`config.mk`:
```
export PLATFORM = sky130hd
export DESIGN_NAME = result_buffer
export DESIGN_NICKNAME = d
export VERILOG_FILES = /design/src/rtl/result_buffer.sv
export SDC_FILE = /design/constraint.sdc
export NUM_CORES = 1
export LEC_CHECK = 0
export ABC_AREA = 1
export CORE_UTILIZATION = 50
export DETAILED_ROUTE_END_ITERATION = 7
export MAX_ROUTING_LAYER = met4
export PLACE_DENSITY = 0.76
export SYNTH_ARGS = -nofsm -noshare
export SYNTH_HDL_FRONTEND = slang
export SYNTH_SLANG_ARGS = --single-unit
```
`constraint.sdc`:
```
create_clock -name clk -period 2.1 [get_ports clk]
set_input_delay 0.63 -clock clk [delete_from_list [all_inputs] [get_ports clk]]
set_output_delay 0.63 -clock clk [all_outputs]
set_load 0.01 [all_outputs]
```
`src/rtl/result_buffer.sv`:
```
// Elastic result queue between an execution unit and the CDB arbiter.
// Optional same-cycle forwarding into an empty buffer: RESULT_BUFFER_BYPASS_EN.
package result_buffer_pkg;
    typedef struct packed {
        logic cr0_lt;
        logic cr0_gt;
        logic cr0_eq;
        logic cr0_so;
        logic xer_so;
        logic xer_ov;
        logic xer_ca;
    } cond_exception_t;
endpackage

module result_buffer
    import result_buffer_pkg::*;
#(
    parameter int unsigned DEPTH       = 4,
    parameter int unsigned RS_ID_WIDTH = 5
) (
    input  logic                                clk,
    input  logic                                rst,
    input  logic                                flush,
    input  logic                                in_valid,
    output logic                                in_ready,
    input  logic [RS_ID_WIDTH-1:0]              in_rs_id,
    input  logic [4:0]                          in_result_reg_addr,
    input  logic [31:0]                         in_result,
    input  cond_exception_t                     in_cr0_xer,
    output logic                                out_valid,
    input  logic                                out_ready,
    output logic [RS_ID_WIDTH-1:0]              out_rs_id,
    output logic [4:0]                          out_result_reg_addr,
    output logic [31:0]                         out_result,
    output cond_exception_t                     out_cr0_xer,
    output logic [$clog2(DEPTH+1)-1:0]          count
);
    localparam int unsigned PTR_W = $clog2(DEPTH);
    localparam int unsigned CNT_W = $clog2(DEPTH+1);

    typedef struct packed {
        logic [RS_ID_WIDTH-1:0] rs_id;
        logic [4:0]             reg_addr;
        logic [31:0]            result;
        cond_exception_t        cr0_xer;
    } entry_t;

    entry_t             mem_q [DEPTH];
    logic [PTR_W-1:0]   wptr_q, wptr_d;
    logic [PTR_W-1:0]   rptr_q, rptr_d;
    logic [CNT_W-1:0]   count_q, count_d;
    logic               in_ready_q, in_ready_d;

    entry_t             in_entry;
    entry_t             head;
    logic               bypass_c;
    logic               push_c;
    logic               pop_c;

    assign in_entry = '{rs_id: in_rs_id, reg_addr: in_result_reg_addr,
                        result: in_result, cr0_xer: in_cr0_xer};
    assign head     = mem_q[rptr_q];

`ifdef RESULT_BUFFER_BYPASS_EN
    assign bypass_c = (count_q == '0) && in_valid && out_ready && !flush;
`else
    assign bypass_c = 1'b0;
`endif

    // A forwarded beat is consumed by the CDB directly and never stored.
    assign push_c = in_valid && in_ready_q && !flush && !bypass_c;
    assign pop_c  = (count_q != '0) && out_ready && !flush;

    // Pointer, occupancy and ready next-state; flush overrides everything.
    always_comb begin
        wptr_d     = wptr_q;
        rptr_d     = rptr_q;
        count_d    = count_q;
        in_ready_d = in_ready_q;
        if (flush) begin
            wptr_d  = '0;
            rptr_d  = '0;
            count_d = '0;
        end else begin
            if (push_c) wptr_d = wptr_q + PTR_W'(1);
            if (pop_c)  rptr_d = rptr_q + PTR_W'(1);
            case ({push_c, pop_c})
                2'b10:   count_d = count_q + CNT_W'(1);
                2'b01:   count_d = count_q - CNT_W'(1);
                default: count_d = count_q;
            endcase
        end
        in_ready_d = (count_d != CNT_W'(DEPTH));
    end

    always_ff @(posedge clk or negedge rst) begin
        if (!rst) begin
            wptr_q     <= '0;
            rptr_q     <= '0;
            count_q    <= '0;
            in_ready_q <= 1'b1;
        end else begin
            wptr_q     <= wptr_d;
            rptr_q     <= rptr_d;
            count_q    <= count_d;
            in_ready_q <= in_ready_d;
        end
    end

    always_ff @(posedge clk or negedge rst) begin
        if (!rst) begin
            for (int i = 0; i < int'(DEPTH); i++) mem_q[i] <= '0;
        end else if (push_c) begin
            mem_q[wptr_q] <= in_entry;
        end
    end

    assign in_ready            = in_ready_q;
    assign count               = count_q;
    assign out_valid           = bypass_c || ((count_q != '0) && !flush);
    assign out_rs_id           = bypass_c ? in_entry.rs_id    : head.rs_id;
    assign out_result_reg_addr = bypass_c ? in_entry.reg_addr : head.reg_addr;
    assign out_result          = bypass_c ? in_entry.result   : head.result;
    assign out_cr0_xer         = bypass_c ? in_entry.cr0_xer  : head.cr0_xer;

endmodule

```
==> out/qor.txt <==
========================================================================================
Vertical die dimension ....................................................       135 um
RSZ-0062 raised after global routing ......................................         true
Final worst path period share .............................................         1.17
Port Buffers ..............................................................          107
Number of buffers inserted during clock tree synthesis ....................           22
Clock transition at the registers of the reported paths ...................        60 ps
Sequential share of the synthesized area ..................................        0.576
Initial Util ..............................................................        0.513
Launching instance or port of the critical path ........................... rptr_q[0]$_DFFE_PN0P_
Crit path time final ......................................................      2450 ps
Number of synthesized register bits .......................................          204
Peak VDD IR ...............................................................   0.000757 V
Outcome ................................................................... finished, violations left
Avg Inst Size Synth .......................................................   8.67 sq um
H-tree depth reported by CTS ..............................................            1
Share of total power in sequential cells ..................................        0.407
Maximum single-stage delay on the critical path ...........................       460 ps
Number of global-route vias before repair .................................        7,454
Post-detailed-route DRC marker count ......................................            0
Top post-synthesis cells by area .......................................... sky130_fd_sc_hd__dfrtp_1 57%, sky130_fd_sc_hd__o21ai_0 16%, sky130_fd_sc_hd__nand2_1 8.8%
Clk Latency, worst-skew pair ..............................................       500 ps
Final WS setup ............................................................      -348 ps
Data required time at the worst endpoint ..................................      1470 ps
Post-synthesis net count ..................................................        1,083
Remaining global-route overflow ...........................................            0
Internal portion of total power ...........................................      9.44 mW
Detailed Routing Iterations Pass 1 ........................................            6
Reg-to-reg critical path startpoint ....................................... in_ready$_DFF_PN1_
TritonCTS clock tree ......................................................         done
Cell area after placement ................................................. 10,400 sq um
Number of antenna violations at the first check in global routing .........            0
Violations in the final reports ........................................... negative setup slack
Total count of max-transition violations in the final report ..............            0
Depth of the worst register-to-register path ..............................           11
R2R Path End .............................................................. in_ready$_DFF_PN1_
Worst-path cell with the longest stage delay .............................. sky130_fd_sc_hd__dfrtp_2
Total length of routed wires ..............................................      25.0 mm
Switching part of the total ...............................................        0.337
Power spent charging and discharging nets .................................      4.81 mW
Library cells used by synthesis ...........................................           21
Number of diodes ..........................................................            0
Routability Congestion ....................................................        0.798
Core outline area ......................................................... 17,300 sq um
Clk sinks .................................................................          204
Power density of the placed cells ......................................... 1190 nW/um^2
Most frequent cells after synthesis ....................................... 287 x sky130_fd_sc_hd__o21ai_0, 209 x sky130_fd_sc_hd__nand2_1, 203 x sky130_fd_sc_hd__dfrtp_1, 107 x sky130_fd_sc_hd__nor2_1, 64 x sky130_fd_sc_hd__inv_1
# setup viols final .......................................................           49
Reported leakage power ....................................................      5.72 nW
Maximum number of pins on one net before global-route repair ..............           53
Worst slew margin .........................................................        0.767
Number of standard cells after synthesis ..................................        1,023
Worst-case hold slack .....................................................      48.4 ps
Dominant register cell in the synthesized netlist ......................... sky130_fd_sc_hd__dfrtp_1
Yosys Warn Count ..........................................................            0
Clock tree buffer depth ...................................................            3
Maximum frequency from static timing analysis .............................    0.408 GHz
Final hold violation count ................................................            0
Worst Path Class, Setup ...................................................      reg2out
Cell area after synthesis .................................................   8870 sq um
Worst setup SP type .......................................................     register
Part of the total power dissipated in the clock network ...................        0.261
Skew final ................................................................      9.24 ps
Synthesis-to-finish area growth ...........................................        35.5%
Total half-perimeter wirelength after legalization and detailed placement .      13.0 mm
GRT Total Usage ...........................................................        0.265
Wire length of the first global-routing pass ..............................      37.3 mm
Type of the most critical hold path .......................................     in2async
Number of nets at the end of the flow .....................................        1,216
Post-route antenna net violation count ....................................            0
Chain of cells forming the critical path .................................. clkinv_4 > buf_6 > buf_12 > o21ai_0 > o22ai_1 > buf_2
DR vias/cell ..............................................................         5.68
Die boundary width ........................................................       135 um
Drt first-iter violations .................................................          673
Number of flops mapped to enable cells by yosys ...........................            0
FF-to-FF setup slack ......................................................       110 ps
Transition at the pin with the smallest max-transition slack ..............       349 ps
Highest fanout seen on the critical path ..................................           11
Maximum capacitance violations ............................................            0
Number of core rows .......................................................           48
Post-synthesis cell type with the largest combined area ................... sky130_fd_sc_hd__dfrtp_1
Fraction of synthesized cell area taken by the top area cell type .........        0.573
Endpoint of the worst setup timing path ................................... out_result[25]
Area of the die ........................................................... 18,300 sq um
Wire length per cell ......................................................      17.9 um
Share of power burned in combinational logic ..............................        0.331
Endpoint class of the critical path ....................................... primary output
Fraction of layout cells with a size suffix above 1 .......................        0.231
Clk root buf .............................................................. sky130_fd_sc_hd__clkbuf_16
Cell area after layout .................................................... 12,000 sq um
Endpoint arrival time on the critical path ................................      1820 ps
Ports placed on the boundary ..............................................          108
Most common cell in the netlist ........................................... sky130_fd_sc_hd__o21ai_0
Vias ......................................................................        7,904
Proportion of synthesized flip-flops having asynchronous set or reset .....         1.00
========================================================================================
-- layer usage --
| metal | GRT usage | vias up | share of wire |
|---|---|---|---|
| li1 | - | 3668 | - |
| met1 | 0.355 | 3861 | 0.41 |
| met2 | 0.418 | 323 | 0.50 |
| met3 | 0.0333 | 52 | 0.063 |
| met4 | 0.0918 | 0 | 0.025 |
| met5 | - | - | 0 |
-- area by class of cell --
class	instances	area, sq um
clock buffer	31	636
clock inverter	4	45.0
fill	1285	5280
inverter	65	254
multi-input combinational	683	3650
sequential	204	5110
tap	225	282
timing repair buffer	180	2040
-- how the worst min path moves through the flow --
| stage | slack, ps | end | startpoint | depth (start not counted) |
|---|---|---|---|---|
| floorplan | 330 | count[0]$_DFF_PN0_ | rst | 0 |
| global placement | 460 | mem_q[146]$_DFFE_PN0P_ | mem_q[146]$_DFFE_PN0P_ | 2 |
| detailed placement | 470 | mem_q[145]$_DFFE_PN0P_ | mem_q[145]$_DFFE_PN0P_ | 2 |
| CTS | 50 | mem_q[9]$_DFFE_PN0P_ | rst | 1 |
| global route | 60 | mem_q[9]$_DFFE_PN0P_ | rst | 1 |
| finish | 50 | mem_q[9]$_DFFE_PN0P_ | rst | 1 |
-- per-stage QoR --
step	std cells	power (mW)	worst slack (ps)	utilization	TNS, ps
final	1392	14.2	-348	0.695	-12740
after global placement	1328	9.35	-399	0.602	-7400
after floorplan	1023	7.61	-20.6	-	-20.6
after detailed placement	1328	9.48	-471	0.602	-9340
after CTS	1378	13.4	-347	0.657	-13320
after global routing	1392	15.0	-394	0.695	-14990
-- power groups by stage --
stage	combinational, mW	sequential (mW)	clock, mW
4_1_cts	3.96	5.65	3.76
3_5_place_dp	3.84	5.64	0
2_1_floorplan	2.12	5.49	0
3_3_place_gp	3.75	5.60	0
5_1_grt	5.12	5.93	3.91
6_report	4.72	5.81	3.72
-- state kept, by name, indices dropped and copies added (netlist names) --
register	count
count	3
rptr_q	2
in_ready	1
wptr_q	2
mem_q	196
-- cells by family after synthesis --
kind of cell	Yosys count	share of synthesized area
AOI/OAI and AO/OA	349	0.204
xor gates and xnor gates	1	0.000988
adders and majority gates	6	0.00931
buffers and inverters	136	0.0680
DFF	204	0.576
and+or+nand+nor	327	0.142
-- worst max-delay path: cells and delay by family, from the launching register on --
kind	cells	cell delay, ps
flip-flops	1	460
AO/OA/AOI/OAI	2	280
buffers and inverters	4	580
-- repair_timing --
action / 4_1_cts / 5_1_grt
pin swaps: 26 / 32
hold buffers: 0 / 0
gates cloned: 7 / 9
buffers inserted: 8 / 9
setup endpoints to repair: 53 / 52
endpoints found under the hold margin: 0 / 0
resized for setup: 315 / 149
-- placed cells by master, fill, tap and decap left out, drive strengths merged, types with 4 or more instances in the layout --
| cell | n |
|---|---|
| o22ai | 49 |
| nand3 | 5 |
| dlygate4sd2 | 4 |
| nand2 | 213 |
| o21ai | 299 |
| clkdlybuf4s50 | 51 |
| ha | 5 |
| dfrtp | 203 |
| clkbuf | 40 |
| inv | 63 |
| nor2 | 107 |
| clkinv | 5 |
| buf | 115 |
Power figures use the tool's default switching activity.
